### src/rtl/rob_id_alloc.sv
// Hands out reorder-buffer IDs in program order to two dispatch ports and reclaims them oldest-first.
// head/tail carry an extra wrap bit so a full ring and an empty ring can be told apart.
module rob_id_alloc #(
    parameter int ID_WIDTH = 3
) (
    input  logic                clk_i,
    input  logic                rst_i,
    input  logic                req0_valid_i,
    output logic                req0_ready_o,
    input  logic                req1_valid_i,
    output logic                req1_ready_o,
    output logic [ID_WIDTH-1:0] alloc_id_o,
    output logic                alloc_wrap_o,
    input  logic                retire_i,
    output logic [ID_WIDTH-1:0] retire_id_o,
    input  logic                flush_i,
    output logic [ID_WIDTH:0]   count_o,
    output logic                full_o,
    output logic                empty_o
);

    localparam logic [ID_WIDTH:0] FULL_COUNT = {1'b1, {ID_WIDTH{1'b0}}};
    localparam logic [ID_WIDTH:0] PTR_ONE    = {{ID_WIDTH{1'b0}}, 1'b1};

    logic [ID_WIDTH:0] head_q, head_d;
    logic [ID_WIDTH:0] tail_q, tail_d;
    logic              rr_pri_q, rr_pri_d;
    logic              can_alloc;
    logic              grant0, grant1;
    logic              retire_fire;

    assign count_o      = head_q - tail_q;
    assign full_o       = (count_o == FULL_COUNT);
    assign empty_o      = (count_o == '0);
    assign alloc_id_o   = head_q[ID_WIDTH-1:0];
    assign alloc_wrap_o = head_q[ID_WIDTH];
    assign retire_id_o  = tail_q[ID_WIDTH-1:0];

    assign can_alloc    = !full_o && !flush_i;
    assign req0_ready_o = grant0;
    assign req1_ready_o = grant1;

    always_comb begin
        grant0      = 1'b0;
        grant1      = 1'b0;
        retire_fire = retire_i && !empty_o;
        head_d      = head_q;
        tail_d      = tail_q;
        rr_pri_d    = rr_pri_q;

        if (can_alloc) begin
            if (req0_valid_i && req1_valid_i) begin
                grant0 = !rr_pri_q;
                grant1 = rr_pri_q;
            end else begin
                grant0 = req0_valid_i;
                grant1 = req1_valid_i;
            end
        end

        if (grant0) begin
            rr_pri_d = 1'b1;
        end else if (grant1) begin
            rr_pri_d = 1'b0;
        end

        if (retire_fire) begin
            tail_d = tail_q + PTR_ONE;
        end

        if (flush_i) begin
            // Discard by collapsing tail onto head: ring empties, the ID sequence keeps counting up.
            tail_d = head_q;
        end else if (grant0 || grant1) begin
            head_d = head_q + PTR_ONE;
        end
    end

    always_ff @(posedge clk_i or posedge rst_i) begin
        if (rst_i) begin
            head_q   <= '0;
            tail_q   <= '0;
            rr_pri_q <= 1'b0;
        end else begin
            head_q   <= head_d;
            tail_q   <= tail_d;
            rr_pri_q <= rr_pri_d;
        end
    end

endmodule

### config.mk
export PLATFORM = sky130hd
export DESIGN_NAME = rob_id_alloc
export DESIGN_NICKNAME = d
export VERILOG_FILES = /design/src/rtl/rob_id_alloc.sv
export SDC_FILE = /design/constraint.sdc
export NUM_CORES = 1
export LEC_CHECK = 0
export ABC_AREA = 1
export CORE_UTILIZATION = 50
export DETAILED_ROUTE_END_ITERATION = 10
export DONT_BUFFER_PORTS = 1
export PLACE_DENSITY = 0.68
export REMOVE_ABC_BUFFERS = 1
export SLEW_MARGIN = 20
export SYNTH_ARGS = -nofsm -noshare
export SYNTH_HDL_FRONTEND = slang
export SYNTH_SLANG_ARGS = --single-unit
### constraint.sdc
create_clock -name clk_i -period 2.3 [get_ports clk_i]
set_input_delay 0.46 -clock clk_i [delete_from_list [all_inputs] [get_ports clk_i]]
set_output_delay 0.46 -clock clk_i [all_outputs]
set_load 0.005 [all_outputs]
==> Yosys cells after proc, flatten, opt, wreduce, memory -nomap -nowiden <==
Index checks and enable logic that the tools add are counted.
{ "classes": {"add_sub_neg": 3, "n_mul": 0, "n_div": 0, "magnitude_cmp": 0, "eq_ne": 1, "n_shift": 0, "muxes": 8, "bitwise_logic": 1, "reduce_logical": 12} }
{ "ops": {"columns": ["operator", "count"], "rows": [
  ["$add 4x1->4 const B", 2],
  ["$mux 4", 2],
  ["$mux 1", 6],
  ["$eq 4x4->1 const B", 1],
  ["$logic_not 1->1", 4],
  ["$logic_not 4->1", 1],
  ["$reduce_bool 2->1", 2],
  ["$sub 4x4->4", 1],
  ["$logic_and 1x1->1", 3],
  ["$reduce_and 2->1", 1],
  ["$logic_or 1x1->1", 1],
  ["$not 1->1", 1]
]} }
{ "word_totals": {"ff_bits": 9, "latch_bits": 0, "ram_bits": 0, "mem_bits_ro": 0, "inputBits": 6, "output_inout_bits": 15, "elab_cells": 28, "mem_count": 0} }

==> Depth between registers and ports, before layout <==
Gate-level depths: netlist (run 1).
{ "logic_depth": {"word_depth": 7, "ltp_mapped": 13, "ltp_nobuf": 13} }

==> Least setup slack after synthesis (run 1) <==
No wires, ideal clock.
{ "synth_path": {"kind": "flip-flop to output port", "start": "register head_q[0]", "end": "output port req1_ready_o", "t_arrival_ns": 1.848, "required_time_ns": 1.840, "path_slack_ns": -0.008, "path_stages_with_launch": 10, "path_buffers": 0, "cell_sequence": "dfrtp_1 -> inv_1 -> ha_1 -> inv_1 -> fa_1 -> or2_4 -> nor2_4 -> nand3_4 -> inv_1 -> nor3_2"} }
{ "synth_via": {"elab_chain_cells": 5} }
{ "synth_rtl": {"columns": ["item", "line_no", "text"], "rows": [
  ["start, declared", "25", "logic [ID_WIDTH:0] head_q, head_d;"],
  ["start signal, assigned", "81", "head_q <= '0;"],
  ["start signal, assigned", "85", "head_q <= head_d;"],
  ["$sub 4x4->4", "32", "assign count_o = head_q - tail_q;"],
  ["net count_o[1]", "17", "output logic [ID_WIDTH:0] count_o,"],
  ["$eq 4x4->1", "33", "assign full_o = (count_o == FULL_COUNT);"],
  ["net full_o", "18", "output logic full_o,"],
  ["$logic_not 1->1", "39", "assign can_alloc = !full_o && !flush_i;"],
  ["$logic_and 1x1->1", "39", null],
  ["$mux 1", "51", "if (can_alloc) begin"],
  ["end, declared", "11", "output logic req1_ready_o,"]
]} }
The timed path passes the listed nets, and every way through them passes these cells.

==> Worst setup path in the final report (run 1) <==
{ "layout_path": {"start": "register head_q[0]", "end": "output port req0_ready_o"} }
{ "layout_via": {"elab_chain_cells": 5} }
{ "layout_rtl": {"columns": ["item", "line_no", "text"], "rows": [
  ["$sub 4x4->4", "32", null],
  ["$eq 4x4->1", "33", null],
  ["$logic_not 1->1", "39", null],
  ["$logic_and 1x1->1", "39", null],
  ["$mux 1", "51", null],
  ["end, declared", "9", "output logic req0_ready_o,"]
]} }
Every way passes these cells.

==> results of run 1 <==
[metal layers]
layer,track usage [%],routed length (microns),up-vias
li1,-,-,350
met1,29.75,755,352
met2,31.56,872,24
met3,6.957,102,5
met4,10.97,31,0
met5,0,0,-
[synthesized netlist by cell type]
library cell / number / area share (%)
nand2_1: 31 / 15
inv_1: 15 / 7.2
nand3_1: 10 / 6.4
dfrtp_1: 9 / 29
ha_1: 5 / 7.9
nand2_2: 4 / 3.2
o2111ai_1: 4 / 4.5
buf_4: 3 / 2.9
o21ai_0: 3 / 1.9
a21oi_2: 2 / 2.2
xor2_1: 2 / 2.2
clkbuf_4: 1 / 0.95
fa_1: 1 / 2.5
inv_2: 1 / 0.48
nand2_4: 1 / 1.4
nand3_2: 1 / 1.3
nand3_4: 1 / 2.2
nand4_1: 1 / 0.80
nor2_1: 1 / 0.48
nor2_2: 1 / 0.80
nor2_4: 1 / 1.4
nor3_2: 1 / 1.3
o211ai_4: 1 / 2.7
or2_2: 1 / 0.80
or2_4: 1 / 1.1
[worst max-delay path: cells and delay by family, from the launching register on]
kind	cells	cell delay [ns]
adder cells (fa/ha/maj)	2	0.59
AND/OR/NAND/NOR	4	0.56
flip-flops	1	0.38
buffers and inverters	3	0.16
[power by group through the flow]
| stage | combinational, mW | clock, mW | sequential (mW) |
|---|---|---|---|
| floorplan | 0.697 | 0 | 0.330 |
| global placement | 0.971 | 0 | 0.301 |
| detailed placement | 0.993 | 0 | 0.306 |
| CTS | 1.07 | 0.132 | 0.310 |
| global route | 1.23 | 0.137 | 0.317 |
| finish | 1.11 | 0.131 | 0.311 |
[final cells by class]
type / count / area, sq um / area share (%)
inverter: 16 / 60.06 / 6.602
tap: 15 / 18.77 / 2.063
sequential: 9 / 225.2 / 24.76
timing repair buffer: 11 / 82.58 / 9.078
multi-input combinational: 73 / 496.7 / 54.61
clock buffer: 4 / 26.28 / 2.889
[logic make-up after synthesis]
kind of cell,after synthesis
and+or+nand+nor,55
buffers and inverters,20
AOI/OAI and AO/OA,10
DFF,9
adders and majority gates,6
xor gates and xnor gates,2
[metrics by stage]
stage | TNS (ns) | util (%) | hold WS [ns] | cells | cell area (sq um)
floorplan | -0.01397 | - | 0.2879 | 98 | 757.0
detailed placement | 0 | 60.45 | 0.3401 | 121 | 835.8
global placement | 0 | 60.45 | 0.3402 | 121 | 835.8
finish | -0.3319 | 65.79 | 0.03522 | 128 | 909.6
CTS | -0.3149 | 65.25 | 0.04815 | 128 | 902.1
global route | -0.6376 | 65.79 | 0.06711 | 128 | 909.6
[path summary, 6_finish.rpt]
check	endpoint	slack, ns
setup / recovery	req0_ready_o	-0.11
hold / removal	tail_q[3]$_DFFE_PP0P_	0.04
setup reg to reg	rr_pri_q$_DFFE_PP0P_	0.27
hold reg to reg	rr_pri_q$_DFFE_PP0P_	0.52
max in group asynchronous	rr_pri_q$_DFFE_PP0P_	2.00
min in group clk_i	tail_q[1]$_DFFE_PP0P_	0.40
[registers in the layout (all words and copies together) (netlist names)]
signal,flops
rr_pri_q,1
tail_q,4
head_q,4
[repair_timing]
| action | CTS | global route |
|---|---|---|
| pin swaps | 5 | 2 |
| gates resized for setup | 8 | 2 |
| setup buffers | 3 | 0 |
| endpoints found under the setup margin | 4 | 4 |
==> impl_metrics.toml, run 1 <==
[run_status]
outcome = "finished with violations"
violations = "negative setup slack"

[power_and_ir_drop]
combPwrFrac_pct = 71.4
internal-power_mw = 0.7677
seqPwrFrac_pct = 20.1
power.switching_mw = 0.7797
power_density_nw_per_um2 = 1701
p_leak_nw = 0.4838
p_total_mw = 1.547
pwr-share-clk_pct = 8.5
swShare_pct = 50.39
irDropWorstVdd_mv = 0.8215

[placement]
port_buffers = 0
hpwl_mm = 1.333
post-place-ws_ns = 0.06508
gp_congestion = 0.8436

[synth]
synth-simple-area-share_pct = 35.93
synth_mux_area_share_pct = 0
synth_compound_area_share_pct = 11.29
syn_area_sq_um = 787.0
synth_cell_types = 25
synth_top_family_by_area = "simple AND/OR/NAND/NOR gates"
synth.avg_cell_area_sq_um = 7.716
synthAdderAreaFrac_pct = 10.49
synth_cells = 102
yosysSeqAreaShare_pct = 28.62
yosys_register_bits = 9
yosysWarningCount = 0
synth-xor-area-share_pct = 2.226

[clocking]
tritoncts = "yes"
cts_sinks = 9
clockBufferDepth = 2
htree_levels = 1
cts_buffers = 3
cts_root_buf = "clkbuf_4"
clock_latency_ns = 0.27
cts.clk_slew.worst_paths_ns = 0.07
ctsHoldBuffers = 0

[global_route]
grtUsageTotal_pct = 22.04
first_global_vias = 635
grt-ovfl-total = 0
grt_max_degree = 16
antenna_found_initial = 0
grt_pass1_wl_mm = 2.891

[timing]
max_freq_mhz = 414.7
rsz0062_at_grt = "true"
maxSlewHeadroom_pct = 74.31
drv_slew = 0
fin_ws_ns = -0.1117
finalHoldViolCount = 0
worstMarginPinSlew_ns = 0.3853
fin_crit_sh_pct = 104.9
setup_violations = 4
finalCriticalPeriod_ns = 2.412
finalClockSkew_ns = 0.003078

[routing]
ant_nets = 0
num_vias = 731
drt_pass1_iterations = 4
remaining_drc_errors = 0
drt_iter0_markers = 15
post_drt_wl_per_cell_microns = 13.77
vias_per_cell = 5.711
wl_mm = 1.762

[final_layout]
antennaDiodeCount = 0
final_cell_mix = "nand2_1, buf_4, inv_1, nand3_1, dfrtp_1"
drive_above_1_share_pct = 33.63
area_growth_pct = 15.58
nFillCells = 125
final_common_cell = "nand2_1"
layout.nets = 126

[critical_path]
cp.required_ns = 1.84
crit_path_cell_trace = "inv_2 -> ha_4 -> inv_2 -> fa_1 -> or2_4 -> nor2_4 -> nand3_4 -> nand3_2 -> inv_2"
cp_slowest_cell = "fa_1"
path_common_cell = "inv_2"
r2r_cells = 11
critPathLaunchType = "flop"
path_max_fanout = 3
endpoint_kind = "primary output"
startpoint = "head_q[0]$_DFFE_PP0P_"
cpPeakStageDelay_ns = 0.46
rr_startpoint = "head_q[0]$_DFFE_PP0P_"
crit_type = "reg2out"
worstPathArrival_ns = 1.95

[floorplanning]
dieArea_sq_um = 1737
num_io_pins = 21
num_rows = 13
core_sq_um = 1383
die_x_microns = 41.68
initial_core_util_pct = 56.92
fp.dieH_microns = 41.68

[job]
drv_cap = 0

[min_path]
hold_class = "in2async"
Power figures use the tool's default switching activity.
==> run 2: changes to the inputs <==
==> constraint.sdc (replaced) <==
create_clock -name clk_i -period 2.3 [get_ports clk_i]
set_input_delay 0.46 -clock clk_i [delete_from_list [all_inputs] [get_ports clk_i]]
set_output_delay 0.46 -clock clk_i [all_outputs]
set_load 0.01 [all_outputs]
==> run 2 against run 1 <==
Effect of this change:
- the flow still finishes with violations (negative setup slack)
- largest cell class unchanged
- count of clock-buffer cells in the layout is 1 lower
- die area stayed put
- critical endpoint is now req1_ready_o
- power is 9.4% higher
- global-route usage is 1.3 points higher
- first-iteration DRC count is 60% higher
- sequential share of layout area is 1.2 points lower
- register-to-register slack worse by 0.18 ns
- fmax is 1.8% lower
- clock skew is 0.0011 ns lower
- sequential power is 5% lower
==> impl_metrics.toml, run 2 (synthesis results as in run 1) <==
[min_path]
hold_class = "in2async"

[routing]
post_drt_wl_per_cell_microns = 13.57
ant_nets = 0
wl_mm = 1.791
drt_iter0_markers = 24
num_vias = 740
vias_per_cell = 5.606
remaining_drc_errors = 0
drt_pass1_iterations = 6

[power_and_ir_drop]
pwr-share-clk_pct = 7.2
swShare_pct = 51.70
irDropWorstVdd_mv = 0.9077
p_leak_nw = 0.5078
seqPwrFrac_pct = 17.5
power.switching_mw = 0.8749
combPwrFrac_pct = 75.3
internal-power_mw = 0.8175
power_density_nw_per_um2 = 1773

[global_route]
met1_usage_pct = 29.17
grt-ovfl-total = 0
grtUsageTotal_pct = 23.38
met3_usage_pct = 6.957
use_met2_pct = 41.25
first_global_vias = 716
grt_max_degree = 15
busiest_layer = "met2"
antenna_found_initial = 0
grt_pass1_wl_mm = 3.153

[floorplanning]
dieArea_sq_um = 1737
fp.dieH_microns = 41.68
core_sq_um = 1383
initial_core_util_pct = 56.92
num_rows = 13
die_x_microns = 41.68
num_io_pins = 21

[critical_path]
critPathLaunchType = "flop"
rrSetupSlack_ns = 0.09
path_common_cell = "inv_2"
endpoint_kind = "primary output"
path_max_fanout = 3
rr_startpoint = "head_q[0]$_DFFE_PP0P_"
crit_path_cell_trace = "inv_2 -> ha_4 -> inv_2 -> fa_1 -> or2_4 -> nor2_4 -> nand3_4 -> inv_4 -> nor3_4"
path_buf_inv = 3
cp.required_ns = 1.84
cpPeakStageDelay_ns = 0.48
worstPathArrival_ns = 2.00
cp_slowest_cell = "fa_1"
crit_type = "reg2out"
startpoint = "head_q[0]$_DFFE_PP0P_"
cp_top_family = "adder cells"

[clocking]
clock_latency_ns = 0.26
cts_sinks = 9
tritoncts = "yes"
cts_root_buf = "clkbuf_4"
cts.clk_slew.worst_paths_ns = 0.07
clockBufferDepth = 2
cts_buffers = 3
htree_levels = 1
ctsHoldBuffers = 0

[timing]
worstMarginPinSlew_ns = 0.4251
finalClockSkew_ns = 0.001957
max_freq_mhz = 407.2
maxSlewHeadroom_pct = 71.66
finalHoldViolCount = 0
fin_ws_ns = -0.1557
rsz0062_at_grt = "true"
final.setup.tns_ns = -0.4900
holdWs_ns = 0.04502
drv_slew = 0
setup_violations = 4
fin_crit_sh_pct = 106.8
finalCriticalPeriod_ns = 2.456

[placement]
post-place-cells = 123
port_buffers = 0
gp_congestion = 0.8771
hpwl_mm = 1.373

[job]
drv_cap = 0

[final_layout]
reg_top3 = "head_q x4, tail_q x4, rr_pri_q x1"
final_common_cell = "nand2_1"
drive_above_1_share_pct = 35.90
final_cell_mix = "nand2_1, buf_4, inv_1, nand3_1, dfrtp_1"
layout.nets = 130
nFillCells = 114
final_cells = 132
area_growth_pct = 21.30
antennaDiodeCount = 0

[run_status]
outcome = "finished with violations"
violations = "negative setup slack"
[run 2: changes by cell type in the layout (fill, tap and decap cells not counted), sizes merged]
cell,delta
buf,+4
clkbuf,-1
clkinv,+1
[run 2: timing repair]
item                       CTS  global route
gates resized for setup     11             1
setup buffers                3             2
pin swaps                    5             4
setup endpoints to repair    4            10
gates cloned                 0             0
[run 2: layer usage]
layer | vias to the layer above | routed length [microns]
met5 | - | 0
met4 | 0 | 9
met3 | 2 | 111
met2 | 30 | 907
met1 | 347 | 761
li1 | 361 | -
[run 2: worst paths after layout]
kind / depth (start not counted) / endpoint
min in group clk_i: 3 / tail_q[2]$_DFFE_PP0P_
worst max register to register: 12 / head_q[0]$_DFFE_PP0P_
worst min register to register: 2 / rr_pri_q$_DFFE_PP0P_
worst min-delay path: 1 / tail_q[3]$_DFFE_PP0P_
max in group asynchronous: 1 / tail_q[2]$_DFFE_PP0P_
worst max-delay path: 9 / req1_ready_o
[run 2: power by group through the flow]
stage / Sequential (mW) / Clock [mW] / Combinational [mW]
floorplan: 0.351 / 0 / 0.749
global placement: 0.291 / 0 / 1.09
detailed placement: 0.294 / 0 / 1.13
CTS: 0.296 / 0.124 / 1.22
global route: 0.307 / 0.132 / 1.40
finish: 0.296 / 0.122 / 1.27
[run 2: through the flow]
| stage | power [mW] | cell area (sq um) | util (%) | worst slack [ns] |
|---|---|---|---|---|
| 2_1_floorplan | 1.100 | 757.0 | - | -0.1358 |
| 3_3_place_gp | 1.381 | 850.8 | 61.54 | 0.08541 |
| 4_1_cts | 1.639 | 934.6 | 67.60 | -0.1564 |
| 5_1_grt | 1.844 | 954.7 | 69.05 | -0.2615 |
| 6_report | 1.692 | 954.7 | 69.05 | -0.1557 |
| 3_5_place_dp | 1.422 | 850.8 | 61.54 | 0.002985 |
[run 2: cell type report]
class	count	area [sq um]	area share, %
Multi-Input combinational cell	73	508.0	53.21
Tap cell	15	18.77	1.966
Clock buffer	3	22.52	2.359
Inverter	16	62.56	6.553
Clock inverter	1	5.005	0.5242
Timing Repair Buffer	15	112.6	11.80
Sequential cell	9	225.2	23.59
==> run 3: changes to the inputs <==
GPL_TIMING_DRIVEN = 0   (was not set)
PLACE_DENSITY = 0.71   (was 0.68)
SETUP_SLACK_MARGIN = 0.05   (was not set)
==> run 3 against run 2 <==
Effect of this change:
- fmax is 3.6% lower
- sequential power is 36% higher
- count of clock-buffer cells in the layout is 1 higher
- sequential share of layout area is 1.3 points higher
- routed wire length is 9.0% lower
- core utilization is 2.4 points lower
- critical endpoint unchanged
- largest cell class unchanged
- power is 6.6% lower
- the run still ends with negative setup slack left
==> impl_metrics.toml, run 3 (synthesis results as in run 1) <==
[timing]
finalHoldViolCount = 0
setup_violations = 4
finalCriticalPeriod_ns = 2.547
maxSlewHeadroom_pct = 61.34
fin_ws_ns = -0.2472
rsz0062_at_grt = "true"
max_freq_mhz = 392.6
finalClockSkew_ns = 0.001508
fin_crit_sh_pct = 110.7
drv_slew = 0
worstMarginPinSlew_ns = 0.5792

[floorplanning]
die_x_microns = 41.68
initial_core_util_pct = 56.92
fp.dieH_microns = 41.68
num_io_pins = 21
core_sq_um = 1383
num_rows = 13
dieArea_sq_um = 1737

[critical_path]
r2r_cells = 12
crit_type = "reg2out"
cp_slowest_cell = "dfrtp_2"
cp.required_ns = 1.84
cpPeakStageDelay_ns = 0.49
r2r-end = "tail_q[2]$_DFFE_PP0P_"
critPathLaunchType = "flop"
crit_path_cell_trace = "ha_4 -> inv_2 -> fa_2 -> or2_4 -> nor2_4 -> nand3_4 -> inv_4 -> nor3_4"
endpoint_kind = "primary output"
worstPathArrival_ns = 2.09
rrSetupSlack_ns = 0.01
path_max_fanout = 7
rr_startpoint = "tail_q[0]$_DFFE_PP0P_"

[clocking]
cts_sinks = 9
cts_buffers = 3
clockBufferDepth = 2
htree_levels = 1
tritoncts = "yes"
cts_root_buf = "clkbuf_4"
cts.clk_slew.worst_paths_ns = 0.05
clock_latency_ns = 0.25

[power_and_ir_drop]
irDropWorstVdd_mv = 0.9325
power_density_nw_per_um2 = 1716
p_total_mw = 1.580
p_leak_nw = 0.4725

[final_layout]
nFillCells = 124
drive_above_1_share_pct = 36.36
area_growth_pct = 17.01
final_common_cell = "nand2_1"
reg_top3 = "head_q x4, tail_q x4, rr_pri_q x1"
final_area_sq_um = 920.9
final_cell_mix = "nand2_1, inv_1, nand3_1, buf_4, dfrtp_1"
layout.nets = 123
antennaDiodeCount = 0
final_cells = 125

[routing]
drt_pass1_iterations = 5
remaining_drc_errors = 0
post_drt_wl_per_cell_microns = 13.03
wl_mm = 1.629
num_vias = 664
ant_nets = 0
drt_iter0_markers = 14
vias_per_cell = 5.312

[run_status]
outcome = "finished with violations"
violations = "negative setup slack"

[global_route]
grt_max_degree = 16
antenna_found_initial = 0
grt-ovfl-total = 0
grt_pass1_wl_mm = 2.801
grtUsageTotal_pct = 20.93
first_global_vias = 638

[job]
drv_cap = 0

[placement]
placedInstanceArea_sq_um = 775.7
post-place-ws_ns = -0.3189
post-place-cells = 113
port_buffers = 0
gp_congestion = 0.7614
hpwl_mm = 1.202

[min_path]
hold_class = "in2async"
==> run 3: critical path, delay by kind of cell (launching register included) <==
kind	cells	cell delay (ns)
flops	1	0.49
simple gates	4	0.53
fa+ha+maj	2	0.65
buf+inv	2	0.16
==> run 3: how the worst max path moves through the flow <==
stage	from	to	slack, ns	cells after the start
after floorplan	head_q[0]$_DFFE_PP0P_	req1_ready_o	-0.14	9
after global placement	head_q[0]$_DFFE_PP0P_	req1_ready_o	-0.28	9
after detailed placement	head_q[0]$_DFFE_PP0P_	req1_ready_o	-0.32	9
after CTS	head_q[0]$_DFFE_PP0P_	req0_ready_o	-0.31	9
after global routing	head_q[0]$_DFFE_PP0P_	req1_ready_o	-0.33	9
final	tail_q[0]$_DFFE_PP0P_	req1_ready_o	-0.25	8
==> run 3: cell type report <==
class | instances | area, sq um | area share, %
well taps | 15 | 18.77 | 2.038
repair buffers | 8 | 63.81 | 6.929
flip-flops and latches | 9 | 229.0 | 24.86
multi-input cells | 73 | 520.5 | 56.52
clock buffers | 4 | 26.28 | 2.853
inverters | 16 | 62.56 | 6.793
==> run 3: report_power, final <==
part,leakage [nW],internal [mW],switching [mW],total [mW]
Combinational,0.348,0.442,0.622,1.06
Sequential,0.110,0.238,0.164,0.402
Clock,0.0150,0.0664,0.0480,0.114
Total,0.472,0.746,0.834,1.58
==> run 3: layer usage <==
layer	track usage (%)	up-vias	share of wire (%)
met3	3.478	2	3.1
met4	7.742	0	0.86
met5	0	-	0
met1	29.25	303	46
met2	32.50	16	50
li1	-	343	-
==> run 3: what timing repair did <==
| item | in CTS | in global routing |
|---|---|---|
| endpoints found under the hold margin | 0 | 0 |
| hold buffers | 0 | 0 |
| endpoints found under the setup margin | 13 | 15 |
| pin swaps | 6 | 4 |
| gates resized for setup | 11 | 9 |
| setup buffers | 5 | 3 |
==> run 3: stage by stage <==
| step | setup TNS [ns] | utilization (%) | hold WS (ns) |
|---|---|---|---|
| detailed placement | -0.9784 | 56.11 | 0.3211 |
| CTS | -1.259 | 62.35 | 0.04106 |
| floorplan | -0.3050 | - | 0.2879 |
| global placement | -0.8301 | 56.11 | 0.3189 |
| global route | -1.684 | 66.61 | 0.05955 |
| finish | -0.8982 | 66.61 | 0.04447 |
